### config.mk
export PLATFORM = sky130hd
export DESIGN_NAME = pc_gen_unit_way0_flat
export DESIGN_NICKNAME = d
export VERILOG_FILES = /design/src/rtl/pc_gen_unit_way0_if.sv /design/src/rtl/pc_gen_unit_way0.sv /design/src/flat_wrapper.sv
export SDC_FILE = /design/constraint.sdc
export NUM_CORES = 1
export LEC_CHECK = 0
export CAP_MARGIN = 25
export CORE_MARGIN = 5
export CORE_UTILIZATION = 64
export DETAILED_ROUTE_END_ITERATION = 8
export DONT_BUFFER_PORTS = 1
export PLACE_DENSITY = 0.79
export SLEW_MARGIN = 40
export SYNTH_ARGS = -nofsm -noshare
export SYNTH_HDL_FRONTEND = slang
export SYNTH_SLANG_ARGS = --single-unit
### constraint.sdc
create_clock -name clk -period 4.2 [get_ports clk]
set_clock_uncertainty 0.1 [all_clocks]
set_input_delay 0.84 -clock clk [delete_from_list [all_inputs] [get_ports clk]]
set_output_delay 0.84 -clock clk [all_outputs]
set_load 0.1 [all_outputs]
### src/rtl/pc_gen_unit_way0_if.sv
// Fetch-request bus between the PC generator and instruction memory.
// The master side issues addresses; the slave side grants and responds.
interface pc_gen_unit_way0_if;
    logic        valid_o;
    logic [31:0] instAddr_o;
    logic        grant_i;
    logic        dataOk_i;
    logic [31:0] respAddr_o;
    logic        drop_o;

    modport master (
        output valid_o,
        output instAddr_o,
        output respAddr_o,
        output drop_o,
        input  grant_i,
        input  dataOk_i
    );

    modport slave (
        input  valid_o,
        input  instAddr_o,
        input  respAddr_o,
        input  drop_o,
        output grant_i,
        output dataOk_i
    );
endinterface

### src/rtl/pc_gen_unit_way0.sv
// PC generator for fetch way 0: issues sequential fetch addresses,
// tracks in-flight requests and marks wrong-path responses after a jump.
module pc_gen_unit_way0 #(
    parameter logic [31:0] RESET_PC        = 32'h8000_0000,
    parameter int          MAX_OUTSTANDING = 2
) (
    input  logic        clk,
    input  logic        reset_n,
    input  logic        stall_i,
    input  logic        jumpFlag_i,
    input  logic [31:0] jumpAddr_i,
    output logic        err_o,
    pc_gen_unit_way0_if.master bus
);

    localparam int PW = (MAX_OUTSTANDING > 1) ? $clog2(MAX_OUTSTANDING) : 1;
    localparam logic [2:0]    MAXO = 3'(MAX_OUTSTANDING);
    localparam logic [PW-1:0] LAST = PW'(MAX_OUTSTANDING - 1);

    logic [31:0]   pc_q, pc_d;
    logic [2:0]    out_q, out_d;
    logic [2:0]    kill_q, kill_d;
    logic [PW-1:0] rd_q, rd_d;
    logic [PW-1:0] wr_q, wr_d;
    logic          err_q, err_d;
    logic [31:0]   fifo_q [MAX_OUTSTANDING];

    logic valid;
    logic issue;
    logic pop;

    function automatic logic [PW-1:0] ptr_inc(input logic [PW-1:0] p);
        return (p == LAST) ? '0 : p + PW'(1);
    endfunction

    // Request/response qualification; a response with nothing in flight is ignored.
    always_comb begin
        valid = reset_n & ~stall_i & ~jumpFlag_i & (out_q < MAXO);
        issue = valid & bus.grant_i;
        pop   = bus.dataOk_i & (out_q != 3'd0);
    end

    // Next-state for PC, counters, FIFO pointers and the sticky error.
    always_comb begin
        pc_d   = pc_q;
        out_d  = out_q;
        kill_d = kill_q;
        rd_d   = rd_q;
        wr_d   = wr_q;
        err_d  = err_q;

        if (jumpFlag_i) begin
            pc_d = {jumpAddr_i[31:2], 2'b00};
        end else if (issue) begin
            pc_d = pc_q + 32'd4;
        end

        if (issue && !pop) begin
            out_d = out_q + 3'd1;
        end else if (!issue && pop) begin
            out_d = out_q - 3'd1;
        end

        if (issue) begin
            wr_d = ptr_inc(wr_q);
        end
        if (pop) begin
            rd_d = ptr_inc(rd_q);
        end

        if (jumpFlag_i) begin
            kill_d = out_q - {2'b00, pop};
        end else if (pop && kill_q != 3'd0) begin
            kill_d = kill_q - 3'd1;
        end

        if (bus.dataOk_i && out_q == 3'd0) begin
            err_d = 1'b1;
        end
    end

    // State registers.
    always_ff @(posedge clk or negedge reset_n) begin
        if (!reset_n) begin
            pc_q   <= RESET_PC;
            out_q  <= 3'd0;
            kill_q <= 3'd0;
            rd_q   <= '0;
            wr_q   <= '0;
            err_q  <= 1'b0;
        end else begin
            pc_q   <= pc_d;
            out_q  <= out_d;
            kill_q <= kill_d;
            rd_q   <= rd_d;
            wr_q   <= wr_d;
            err_q  <= err_d;
        end
    end

    // Address FIFO storage, written with the PC on every issue.
    always_ff @(posedge clk or negedge reset_n) begin
        if (!reset_n) begin
            for (int i = 0; i < MAX_OUTSTANDING; i++) begin
                fifo_q[i] <= 32'h0;
            end
        end else if (issue) begin
            fifo_q[wr_q] <= pc_q;
        end
    end

    // Bus outputs; the head address is only meaningful while requests are in flight.
    always_comb begin
        bus.valid_o    = valid;
        bus.instAddr_o = pc_q;
        bus.respAddr_o = (out_q != 3'd0) ? fifo_q[rd_q] : 32'h0;
        bus.drop_o     = reset_n & bus.dataOk_i & (kill_q != 3'd0);
        err_o          = err_q;
    end

endmodule

### src/flat_wrapper.sv
// flat-port wrapper written by rule: the top's interface ports become plain ports
module pc_gen_unit_way0_flat 
#(
    parameter logic [31:0] RESET_PC        = 32'h8000_0000,
    parameter int          MAX_OUTSTANDING = 2
)
  (clk, reset_n, stall_i, jumpFlag_i, jumpAddr_i, err_o, bus_valid_o, bus_instAddr_o, bus_respAddr_o, bus_drop_o, bus_grant_i, bus_dataOk_i);
  pc_gen_unit_way0_if bus_i ();
  input  logic clk;
  input  logic reset_n;
  input  logic stall_i;
  input  logic jumpFlag_i;
  input  logic [31:0] jumpAddr_i;
  output logic err_o;
  output wire logic [$bits(bus_i.valid_o)-1:0] bus_valid_o;
  output wire logic [$bits(bus_i.instAddr_o)-1:0] bus_instAddr_o;
  output wire logic [$bits(bus_i.respAddr_o)-1:0] bus_respAddr_o;
  output wire logic [$bits(bus_i.drop_o)-1:0] bus_drop_o;
  input wire logic [$bits(bus_i.grant_i)-1:0] bus_grant_i;
  input wire logic [$bits(bus_i.dataOk_i)-1:0] bus_dataOk_i;
  assign bus_valid_o = bus_i.valid_o;
  assign bus_instAddr_o = bus_i.instAddr_o;
  assign bus_respAddr_o = bus_i.respAddr_o;
  assign bus_drop_o = bus_i.drop_o;
  assign bus_i.grant_i = bus_grant_i;
  assign bus_i.dataOk_i = bus_dataOk_i;
  pc_gen_unit_way0 #(.RESET_PC(RESET_PC), .MAX_OUTSTANDING(MAX_OUTSTANDING)) u_core (.clk(clk), .reset_n(reset_n), .stall_i(stall_i), .jumpFlag_i(jumpFlag_i), .jumpAddr_i(jumpAddr_i), .err_o(err_o), .bus(bus_i));
endmodule
==> results.sh <==
export IMPL_die_area_um2=10180
export IMPL_die_w_um=100.9
export IMPL_slowest_stage="or2_1"
export IMPL_antenna_cells=0
export IMPL_ys_top_cells_by_area="dfrtp_1 46%, mux2_4 7.4%, mux2_2 6.6%"
export IMPL_fin_crit_sh_pct=69.86
export IMPL_synth_seq_area_share_pct=46.85
export IMPL_fillCellCount=575
export IMPL_finalHoldViolCount=0
export IMPL_cts_buffers=9
export IMPL_crit_path_end_kind="flop"
export IMPL_fmax_ghz=0.3408
export IMPL_drt_pass1_iter_count=5
export IMPL_dr_first_iter_drc_count=183
export IMPL_place_area_um2=5712
export IMPL_clock_latency_ns=0.36
export IMPL_power_density_nw_per_um2=793.0
export IMPL_clk_path_buf_depth=2
export IMPL_ctsResizeCount=0
export IMPL_path_max_fanout=22
export IMPL_crit_chain="or2_1 > or2_1 > clkinv_4 > ha_1 > inv_1 > fa_1 > mux2_2"
export IMPL_rsz0062_at_grt="no"
export IMPL_ir_drop_v=0.0005752
export IMPL_p_leak_nw=2.737
export IMPL_met2_length_um=5847
export IMPL_critPathKind="reg -> reg"
export IMPL_setup_viol=0
export IMPL_synth_edff_count=0
export IMPL_synth_area_leader_cell="dfrtp_1"
export IMPL_outcome="complete, no violations"
export IMPL_mostFrequentLayoutCell="dfrtp_1"
export IMPL_cts_tree="built"
export IMPL_yosys_warnings=0
export IMPL_startpoint_type="flop"
export IMPL_final_cell_mix="82 x dfrtp_1, 50 x buf_4, 34 x mux2i_1"
export IMPL_cp_num_cells=7
export IMPL_cts_num_sinks=99
export IMPL_yosysUniqueCellTypes=61
export IMPL_overflow=0
export IMPL_routed_wl_um=12090
export IMPL_clockRootBuffer="clkbuf_8"
export IMPL_fin_nets=551
export IMPL_drv_cap=0
export IMPL_p_total_mw=4.674
export IMPL_fin_area_um2=5894
export IMPL_grt_first_pass_wirelength_um=20110
export IMPL_drc_errors=0
export IMPL_crit_required_ns=4.34
export IMPL_synth_seq_cells=99
export IMPL_wire_per_inst_um=19.63
export IMPL_synthToLayoutAreaGrowth_pct=11.42
export IMPL_final_max_slew_viol_count=0
export IMPL_postCtsSetupRepairBufs=0
export IMPL_cp_arrival_ns=3.07
export IMPL_vias_per_cell=6.206
export IMPL_top_layer="met4"
export IMPL_synth_flop_cell="dfrtp_1"
export IMPL_reg2regPathDepth=7
export IMPL_wirelength_met1_um=5016
export IMPL_dieHeight_um=100.9
export IMPL_async_flop_share_pct=100.0
export IMPL_max_stage_delay_ns=0.57
export IMPL_synth_cells=476
export IMPL_place_port_buffers=0
export IMPL_grt_max_degree=103
export IMPL_vias=3823
export IMPL_syn_area_um2=5290
export IMPL_grt_pass1_vias=3918
export IMPL_antenna_found_initial=0
export IMPL_grt_util_all_layers_pct=24.95
export IMPL_clk_pin_slew_ns=0.10
export IMPL_yosys_area_top_type_share_pct=46.36
export IMPL_avgSynthCellArea_um2=11.11
export IMPL_rows=33
export IMPL_slew_headroom_pct=57.24
export IMPL_cp_top_family="simple AND/OR/NAND/NOR gates"
export IMPL_worst_slew_pin_slew_ns=0.6414
export IMPL_hold_path_class="in -> async"
export IMPL_gp_congestion=0.8111
export IMPL_hpwl_um=8252
export IMPL_ios=105
export IMPL_dr_wl_met3_um=1010
export IMPL_cp_common_cell="or2_1"
export IMPL_cts_hold_buf=0
export IMPL_setup_tns_ns=0
export IMPL_core_um2=8134
export IMPL_start_util_pct=65.04
export IMPL_antenna_left=0
export IMPL_cts_max_level=3
export IMPL_drive_gt1_share_pct=35.42
export IMPL_finalCriticalPeriod_ns=2.934
export IMPL_crit_buf_inv=2
## flip-flops by register name, summed over array words and instances (netlist names)
register               count
u_core.bus.instAddr_o     30
u_core.err_o               1
u_core.fifo_q             60
u_core.kill_q              3
u_core.out_q               3
u_core.rd_q                1
u_core.wr_q                1
## layout make-up
cell class	count	area (µm²)	share of cell area, %
repair buffers	50	375.4	6.368
clock buffers	13	158.9	2.696
inverters	11	46.29	0.7854
clock inverters	3	22.52	0.3821
multi-input cells	335	2659	45.11
flip-flops and latches	99	2501	42.43
well taps	105	131.4	2.229
## routing by layer
| layer | track usage [%] | vias to the layer above |
|---|---|---|
| met4 | 6.544 | 0 |
| met3 | 6.644 | 20 |
| met2 | 40.56 | 158 |
| met5 | 0 | - |
| li1 | - | 1763 |
| met1 | 33.35 | 1882 |
## worst paths after layout
path                                               startpoint                               endpoint  slack, ns
min in group clk                u_core.fifo_q[37]$_DFFE_PN0P_          u_core.fifo_q[37]$_DFFE_PN0P_       0.41
worst min-delay path                                  reset_n           u_core.fifo_q[8]$_DFFE_PN0P_       0.06
max in group asynchronous                             reset_n  u_core.bus.instAddr_o[31]$_DFFE_PN1P_       3.72
worst min register to register  u_core.fifo_q[37]$_DFFE_PN0P_          u_core.fifo_q[37]$_DFFE_PN0P_       0.41
worst max-delay path              u_core.out_q[2]$_DFFE_PN0P_            u_core.out_q[1]$_DFFE_PN0P_       1.27
worst max register to register    u_core.out_q[2]$_DFFE_PN0P_            u_core.out_q[1]$_DFFE_PN0P_       1.27
## report_power, final
part	total (mW)	switching (mW)	internal (mW)
clock network	0.575	0.326	0.249
registers	1.70	0.443	1.25
logic	2.40	1.69	0.707
## cell usage after synthesis (4+ instances only)
cell,number
xnor2_1,5
buf_4,9
a22oi_1,4
nand2_1,29
a21oi_1,6
clkbuf_1,12
a221o_1,7
mux2_2,31
o311ai_0,4
o21ai_0,21
nor3_1,8
or3_1,5
o211ai_1,7
nand4_1,10
mux2_4,26
inv_1,10
nand3_1,24
o311ai_1,4
mux2i_1,34
buf_6,7
nor2_1,44
dfrtp_1,98
nor2b_1,7
buf_2,6
ha_1,6
## cells by family after synthesis
kind of cell,Yosys count,share of synthesized area (%)
xor+xnor,7,1.159
flops,99,46.85
compound gates,65,8.420
simple gates,159,15.80
mux,93,20.84
fa+ha+maj,7,1.798
other cells,1,0.07089
buf+inv,45,5.062
## through the flow
stage / util, % / hold WS, ns / setup slack (ns) / instances
2_1_floorplan: - / 0.3496 / 0.2688 / 479
3_3_place_gp: 69.93 / 0.3662 / 0.9859 / 600
3_5_place_dp: 70.22 / 0.3875 / 1.090 / 600
4_1_cts: 72.45 / 0.05244 / 1.288 / 616
5_1_grt: 72.47 / 0.03749 / 1.156 / 616
6_report: 72.47 / 0.05753 / 1.266 / 616
No activity file was read; power rests on OpenSTA's default activity.
